## src/rtl/regfile_pkg.sv

```systemverilog
// Shared types and defaults for the 2-read/2-write register file.
// REGFILE_BYPASS_EN selects write-first read bypass in regfile_2r2w.
package regfile_pkg;
  localparam int DATA_W_DEF = 32;
  localparam int ADDR_W_DEF = 5;
  localparam int CNT_W_DEF  = 16;
  localparam int NUM_REGS   = 2 ** ADDR_W_DEF;
  localparam int CNT_MAX    = 2 ** CNT_W_DEF - 1;

  typedef logic [ADDR_W_DEF-1:0] reg_addr_t;
  typedef logic [DATA_W_DEF-1:0] reg_data_t;
endpackage

```

## src/rtl/regfile_if.sv

```systemverilog
// Write, read and collision-debug signals of the register file.
// REGFILE_BYPASS_EN does not change this bundle.
interface regfile_if #(
  parameter int DATA_W = 32,
  parameter int ADDR_W = 5,
  parameter int CNT_W  = 16
);
  logic              we0;
  logic [ADDR_W-1:0] waddr0;
  logic [DATA_W-1:0] wdata0;
  logic              we1;
  logic [ADDR_W-1:0] waddr1;
  logic [DATA_W-1:0] wdata1;
  logic [ADDR_W-1:0] raddr0;
  logic [DATA_W-1:0] rdata0;
  logic [ADDR_W-1:0] raddr1;
  logic [DATA_W-1:0] rdata1;
  logic              wr_collision;
  logic [CNT_W-1:0]  collision_cnt;

  modport master (
    output we0, waddr0, wdata0,
    output we1, waddr1, wdata1,
    output raddr0, raddr1,
    input  rdata0, rdata1,
    input  wr_collision, collision_cnt
  );

  modport slave (
    input  we0, waddr0, wdata0,
    input  we1, waddr1, wdata1,
    input  raddr0, raddr1,
    output rdata0, rdata1,
    output wr_collision, collision_cnt
  );
endinterface

```

## src/rtl/regfile_wdec.sv

```systemverilog
// Enable-gated one-hot write-address decoder.
// Unaffected by REGFILE_BYPASS_EN.
module regfile_wdec #(
  parameter int ADDR_W = 5
) (
  input  logic                 en,
  input  logic [ADDR_W-1:0]    addr,
  output logic [2**ADDR_W-1:0] row_en
);
  always_comb begin
    row_en = '0;
    if (en) row_en[addr] = 1'b1;
  end
endmodule

```

## src/rtl/regfile_2r2w.sv

```systemverilog
// 32x32 register file, two write / two combinational read ports.
// Define REGFILE_BYPASS_EN for write-first read bypass.
module regfile_2r2w
  import regfile_pkg::*;
#(
  parameter int DATA_W   = DATA_W_DEF,
  parameter int ADDR_W   = ADDR_W_DEF,
  parameter int ZERO_REG = 1,
  parameter int CNT_W    = CNT_W_DEF
) (
  input logic      clk,
  input logic      rst_n,
  regfile_if.slave bus
);
  localparam int NUM = 2 ** ADDR_W;
  localparam logic [CNT_W-1:0] CMAX = {CNT_W{1'b1}};

  logic [NUM-1:0]    en0;
  logic [NUM-1:0]    en1;
  logic [NUM-1:0]    wr0;
  logic [NUM-1:0]    wr1;
  logic [NUM-1:0]    keep;
  logic [DATA_W-1:0] rows [NUM];
  logic              coll;
  logic              coll_q;
  logic [CNT_W-1:0]  cnt_q;

  regfile_wdec #(.ADDR_W(ADDR_W)) u_wdec0 (
    .en     (bus.we0),
    .addr   (bus.waddr0),
    .row_en (en0)
  );

  regfile_wdec #(.ADDR_W(ADDR_W)) u_wdec1 (
    .en     (bus.we1),
    .addr   (bus.waddr1),
    .row_en (en1)
  );

  // Row 0 is hardwired when ZERO_REG is set, so it never loads.
  always_comb begin
    keep    = '1;
    keep[0] = (ZERO_REG == 0);
  end

  assign wr0 = en0 & keep;
  assign wr1 = en1 & keep;

  always_ff @(posedge clk or negedge rst_n) begin
    if (!rst_n) begin
      for (int i = 0; i < NUM; i++) rows[i] <= '0;
    end else begin
      for (int i = 0; i < NUM; i++) begin
        if (wr1[i])      rows[i] <= bus.wdata1;
        else if (wr0[i]) rows[i] <= bus.wdata0;
      end
    end
  end

  function automatic logic [DATA_W-1:0] rd(
    input logic [ADDR_W-1:0] a
  );
    logic [DATA_W-1:0] v;
    v = rows[a];
`ifdef REGFILE_BYPASS_EN
    if (bus.we1 && bus.waddr1 == a)
      v = bus.wdata1;
    else if (bus.we0 && bus.waddr0 == a)
      v = bus.wdata0;
`endif
    if (ZERO_REG != 0 && a == '0) v = '0;
    return v;
  endfunction

  always_comb begin
    bus.rdata0 = rd(bus.raddr0);
    bus.rdata1 = rd(bus.raddr1);
  end

  assign coll = bus.we0 && bus.we1
             && (bus.waddr0 == bus.waddr1);

  always_ff @(posedge clk or negedge rst_n) begin
    if (!rst_n) begin
      coll_q <= 1'b0;
      cnt_q  <= '0;
    end else begin
      coll_q <= coll;
      if (coll && cnt_q != CMAX) cnt_q <= cnt_q + 1'b1;
    end
  end

  assign bus.wr_collision  = coll_q;
  assign bus.collision_cnt = cnt_q;
endmodule

```

## src/flat_wrapper.sv

```systemverilog
// flat-port wrapper written by rule: the top's interface ports become plain ports
module regfile_2r2w_flat import regfile_pkg::*;
#(
  parameter int DATA_W   = DATA_W_DEF,
  parameter int ADDR_W   = ADDR_W_DEF,
  parameter int ZERO_REG = 1,
  parameter int CNT_W    = CNT_W_DEF
)
  (clk, rst_n, bus_we0, bus_waddr0, bus_wdata0, bus_we1, bus_waddr1, bus_wdata1, bus_raddr0, bus_raddr1, bus_rdata0, bus_rdata1, bus_wr_collision, bus_collision_cnt);
  regfile_if #(.DATA_W(DATA_W), .ADDR_W(ADDR_W), .CNT_W(CNT_W)) bus_i ();
  input logic clk;
  input logic rst_n;
  input wire logic [$bits(bus_i.we0)-1:0] bus_we0;
  input wire logic [$bits(bus_i.waddr0)-1:0] bus_waddr0;
  input wire logic [$bits(bus_i.wdata0)-1:0] bus_wdata0;
  input wire logic [$bits(bus_i.we1)-1:0] bus_we1;
  input wire logic [$bits(bus_i.waddr1)-1:0] bus_waddr1;
  input wire logic [$bits(bus_i.wdata1)-1:0] bus_wdata1;
  input wire logic [$bits(bus_i.raddr0)-1:0] bus_raddr0;
  input wire logic [$bits(bus_i.raddr1)-1:0] bus_raddr1;
  output wire logic [$bits(bus_i.rdata0)-1:0] bus_rdata0;
  output wire logic [$bits(bus_i.rdata1)-1:0] bus_rdata1;
  output wire logic [$bits(bus_i.wr_collision)-1:0] bus_wr_collision;
  output wire logic [$bits(bus_i.collision_cnt)-1:0] bus_collision_cnt;
  assign bus_i.we0 = bus_we0;
  assign bus_i.waddr0 = bus_waddr0;
  assign bus_i.wdata0 = bus_wdata0;
  assign bus_i.we1 = bus_we1;
  assign bus_i.waddr1 = bus_waddr1;
  assign bus_i.wdata1 = bus_wdata1;
  assign bus_i.raddr0 = bus_raddr0;
  assign bus_i.raddr1 = bus_raddr1;
  assign bus_rdata0 = bus_i.rdata0;
  assign bus_rdata1 = bus_i.rdata1;
  assign bus_wr_collision = bus_i.wr_collision;
  assign bus_collision_cnt = bus_i.collision_cnt;
  regfile_2r2w #(.DATA_W(DATA_W), .ADDR_W(ADDR_W), .ZERO_REG(ZERO_REG), .CNT_W(CNT_W)) u_core (.clk(clk), .rst_n(rst_n), .bus(bus_i));
endmodule
```

## config.mk

```make
export PLATFORM = sky130hd
export DESIGN_NAME = regfile_2r2w_flat
export DESIGN_NICKNAME = d
export VERILOG_FILES = /design/src/rtl/regfile_pkg.sv /design/src/rtl/regfile_if.sv /design/src/rtl/regfile_wdec.sv /design/src/rtl/regfile_2r2w.sv /design/src/flat_wrapper.sv
export SDC_FILE = /design/constraint.sdc
export NUM_CORES = 2
export LEC_CHECK = 0
export BUFFER_PORTS_ARGS = -buffer_cell sky130_fd_sc_hd__buf_2
export CORE_MARGIN = 3
export CORE_UTILIZATION = 35
export DETAILED_ROUTE_END_ITERATION = 16
export GPL_ROUTABILITY_DRIVEN = 0
export HOLD_SLACK_MARGIN = 0.12
export PLACE_DENSITY = 0.59
export SYNTH_ARGS = -nofsm -noshare
export SYNTH_HDL_FRONTEND = slang
export SYNTH_SLANG_ARGS = --single-unit
```

## constraint.sdc

```tcl
create_clock -name clk -period 4.3 [get_ports clk]
set_clock_uncertainty 0.2 [all_clocks]
set_input_delay 0.86 -clock clk [delete_from_list [all_inputs] [get_ports clk]]
set_output_delay 0.86 -clock clk [all_outputs]
set_load 0.005 [all_outputs]
```

==> impl_metrics.toml <==
[run_status]
status = "complete, but fails checks"
violations = "negative setup slack"

[worst_setup_path]
regToRegStartpoint = "u_core.bus.collision_cnt[6]"
cp_top_family = "buffers and inverters"
r2r-end = "u_core.bus.collision_cnt[1]"
slowest_stage = "nor2b_4"
crit_top_cell = "buf_4"
cp.arrival_ps = 3250
r2r_slack_ps = 2270
critPathRequiredTime_ps = 3240
reg2reg_depth = 4
path_max_fanout = 14
end_kind = "primary output"
criticalPathCategory = "in2out"
path_buf_inv = 3
max_stage_delay_ps = 700
start_kind = "input port"
path_cells = "buf_4 -> nor2b_4 -> buf_4 -> a22o_1 -> o21ai_0 -> o21ai_1 -> buf_2"

[yosys]
syn-instance-count = 6081
synth-edff-count = 0
avgSynthCellArea_um2 = 10.3
syn_area_um2 = 62800
ys_ff_latch = 1009
ys_seq_area_share_pct = 40.2
async_flop_share_pct = 100
synth.area.top_cells = "dfrtp_1 40%, mux2i_1 18%, mux4_2 14%, o21ai_0 4.5%, a21oi_1 4.3%"
synth_warnings = 0
netlist.area_leader.share_pct = 40.2
ys_types = 40
yosys.area.top_type = "dfrtp_1"
synth_common_cells = "1152 x mux2i_1, 1009 x dfrtp_1, 618 x nand2_1"
syn-num-nets = 6170
synth_ff_type = "dfrtp_1"
synthMostInstantiatedCell = "mux2i_1"

[drt]
drt_iter0_drc = 6256
routed_wl_mm = 237
vias_per_cell = 6.01
vias = 50400
first_pass_iters = 5
ant_nets = 0
drc = 0
wire_per_inst_um = 28.2

[sta]
post-route-worst-setup-slack_ps = -9.33
tns_ps = -9.33
finalCriticalPeriod_ps = 4310
max_slew.worst_pin.slew_ps = 1160
finalHoldViolCount = 0
fin_crit_sh_pct = 100
slew_viol_final = 0
rsz0062_at_grt = "false"
setup_viol = 1
fmax_mhz = 232
relSlewSlack_pct = 23.0

[clock_network]
ctsRootBufferMaster = "clkbuf_16"
path_clk_slew_ps = 60
cts.sinks = 1009
cts_setup_buffers = 0
clk_latency_ps = 760
cts_tree = "yes"
clockBufferDepth = 3
cts_buffers = 116
htreeDepth = 3

[power_and_ir_drop]
pwr-share-comb_pct = 24.9
worst_ir_drop_vdd_v = 0.000358
clock_power_share_pct = 32.1
power_density_nw_per_um2 = 456
switching_share_pct = 30.9
p_seq_share_pct = 43.0
finalPower_uw = 32500
p_sw_uw = 10000
intPower_uw = 22500
leakagePower_uw = 0.0318

[min_path]
hold_depth = 3
min_from = "bus_we0"
min_to = "u_core.bus.wr_collision"
hold_class = "in2reg"

[grt]
antenna_found_initial = 24
grt_use_total_pct = 25.1
gr-total-overflow = 0
grt_pass1_vias = 49400
grt_max_degree = 111
grt_pass1_wl_mm = 346

[place]
portBuffers = 168
post-dp-hpwl_mm = 143
placed_cells = 8152

[final_layout]
num-nets-final = 6020
finalCoreUtilization_pct = 40.2
fillers = 17000
final_cells = 8380
drive_above_1_share_pct = 19.6
multi_input_area_um2 = 35100
area_growth_pct = 13.5
seqCellArea_um2 = 25200

[die]
core_um2 = 177000
fp.dieW_um = 430
die_h_um = 430
start_util_pct = 35.4
rows = 154
pin_count = 169
dieArea_um2 = 185000

[job]
cap_violations = 0
-- power by group through the flow --
stage	Sequential, uW	Combinational, uW	Clock (uW)
global placement	13900	7850	0
global route	14300	8880	11000
detailed placement	14000	8080	0
floorplan	13400	5990	0
finish	14000	8100	10400
CTS	13900	8070	10600
-- cell type report --
| cell class | count | share of cell area [%] |
|---|---|---|
| Tap cell | 2340 | 4.11 |
| Sequential cell | 1009 | 35.4 |
| Timing Repair Buffer | 436 | 5.68 |
| Clock buffer | 174 | 4.81 |
| Clock inverter | 42 | 0.763 |
| Antenna cell | 11 | 0.0386 |
| Multi-Input combinational cell | 4366 | 49.2 |
| Inverter | 2 | 0.0105 |
-- timing repair --
action,in CTS,in global routing
gates resized for setup,1,5
endpoints found under the setup margin,1,3
endpoints found under the hold margin,22,0
hold buffers,1,0
pin swaps,0,0
-- cells in the final DEF, fill, tap and decap left out, types with 4 or more instances in the layout --
cell type,synthesis,final
a22oi_1,63,63
o21ai_1,40,44
nand3_1,12,6
buf_8,0,5
and3_1,6,5
clkbuf_8,0,29
buf_2,160,158
clkinv_2,0,23
dfrtp_1,1009,1009
clkbuf_1,494,28
o21ai_0,568,564
buf_4,25,183
diode_2,0,11
nand2b_1,8,6
xnor2_1,14,14
clkbuf_16,0,117
a22o_1,128,128
nand2_1,618,592
buf_12,0,87
nand4_1,9,9
nor2b_1,16,9
nand2_4,0,20
nor2b_4,0,7
o221ai_1,32,32
nand2_2,0,6
mux2i_1,1152,1152
bufinv_16,0,10
o22ai_1,32,32
nor2_4,0,25
a21oi_1,545,545
xor2_1,4,4
o31ai_1,32,32
nand3_4,0,6
mux2_2,99,99
nor3_1,4,4
mux4_2,384,384
nor2_1,576,551
-- metal layers --
layer / wire length (um) / track usage (%) / part of all wire (%) / up-vias
met5: 24 / 0 / 0.010 / -
met4: 10900 / 11.2 / 4.6 / 6
met3: 22000 / 5.53 / 9.3 / 551
met2: 108000 / 39.1 / 46 / 2559
met1: 95500 / 33.4 / 40 / 25500
li1: - / - / - / 21800
-- cell families after synthesis --
kind of cell    synth area share [%]
compound gates                  12.9
xor+xnor                       0.251
fa+ha+maj                     0.0199
buf+inv                         4.80
flops                           40.2
mux                             33.9
simple gates                    7.93
-- state kept, by name, summed over array words and instances (netlist names) --
register,count
u_core.bus.wr_collision,1
u_core.bus.collision_cnt,16
u_core.rows,992
-- worst min-delay path: cells and delay by family --
family | cells | cell delay (ps)
and+or+nand+nor | 2 | 180
buffers and inverters | 1 | 160
-- per-stage QoR --
step / hold WS [ps] / instance area (um2) / setup WS, ps
global route: 263 / 71300 / 31.2
floorplan: 281 / 62800 / 946
finish: 289 / 71300 / -9.33
detailed placement: 295 / 67300 / 22.9
CTS: 234 / 71200 / 14.0
global placement: 283 / 67300 / 20.4
-- worst max path at each step --
stage / end / depth (start not counted) / startpoint / slack (ps)
after floorplan: bus_rdata0[14] / 8 / bus_raddr0[0] / 950
after global placement: bus_rdata0[9] / 8 / bus_raddr0[0] / 20
after detailed placement: bus_rdata0[9] / 7 / bus_raddr0[1] / 20
after CTS: bus_rdata0[9] / 7 / bus_raddr0[1] / 10
after global routing: bus_rdata0[9] / 7 / bus_raddr0[1] / 30
final: bus_rdata0[9] / 7 / bus_raddr0[1] / -9
No activity file was read; power rests on OpenSTA's default activity.
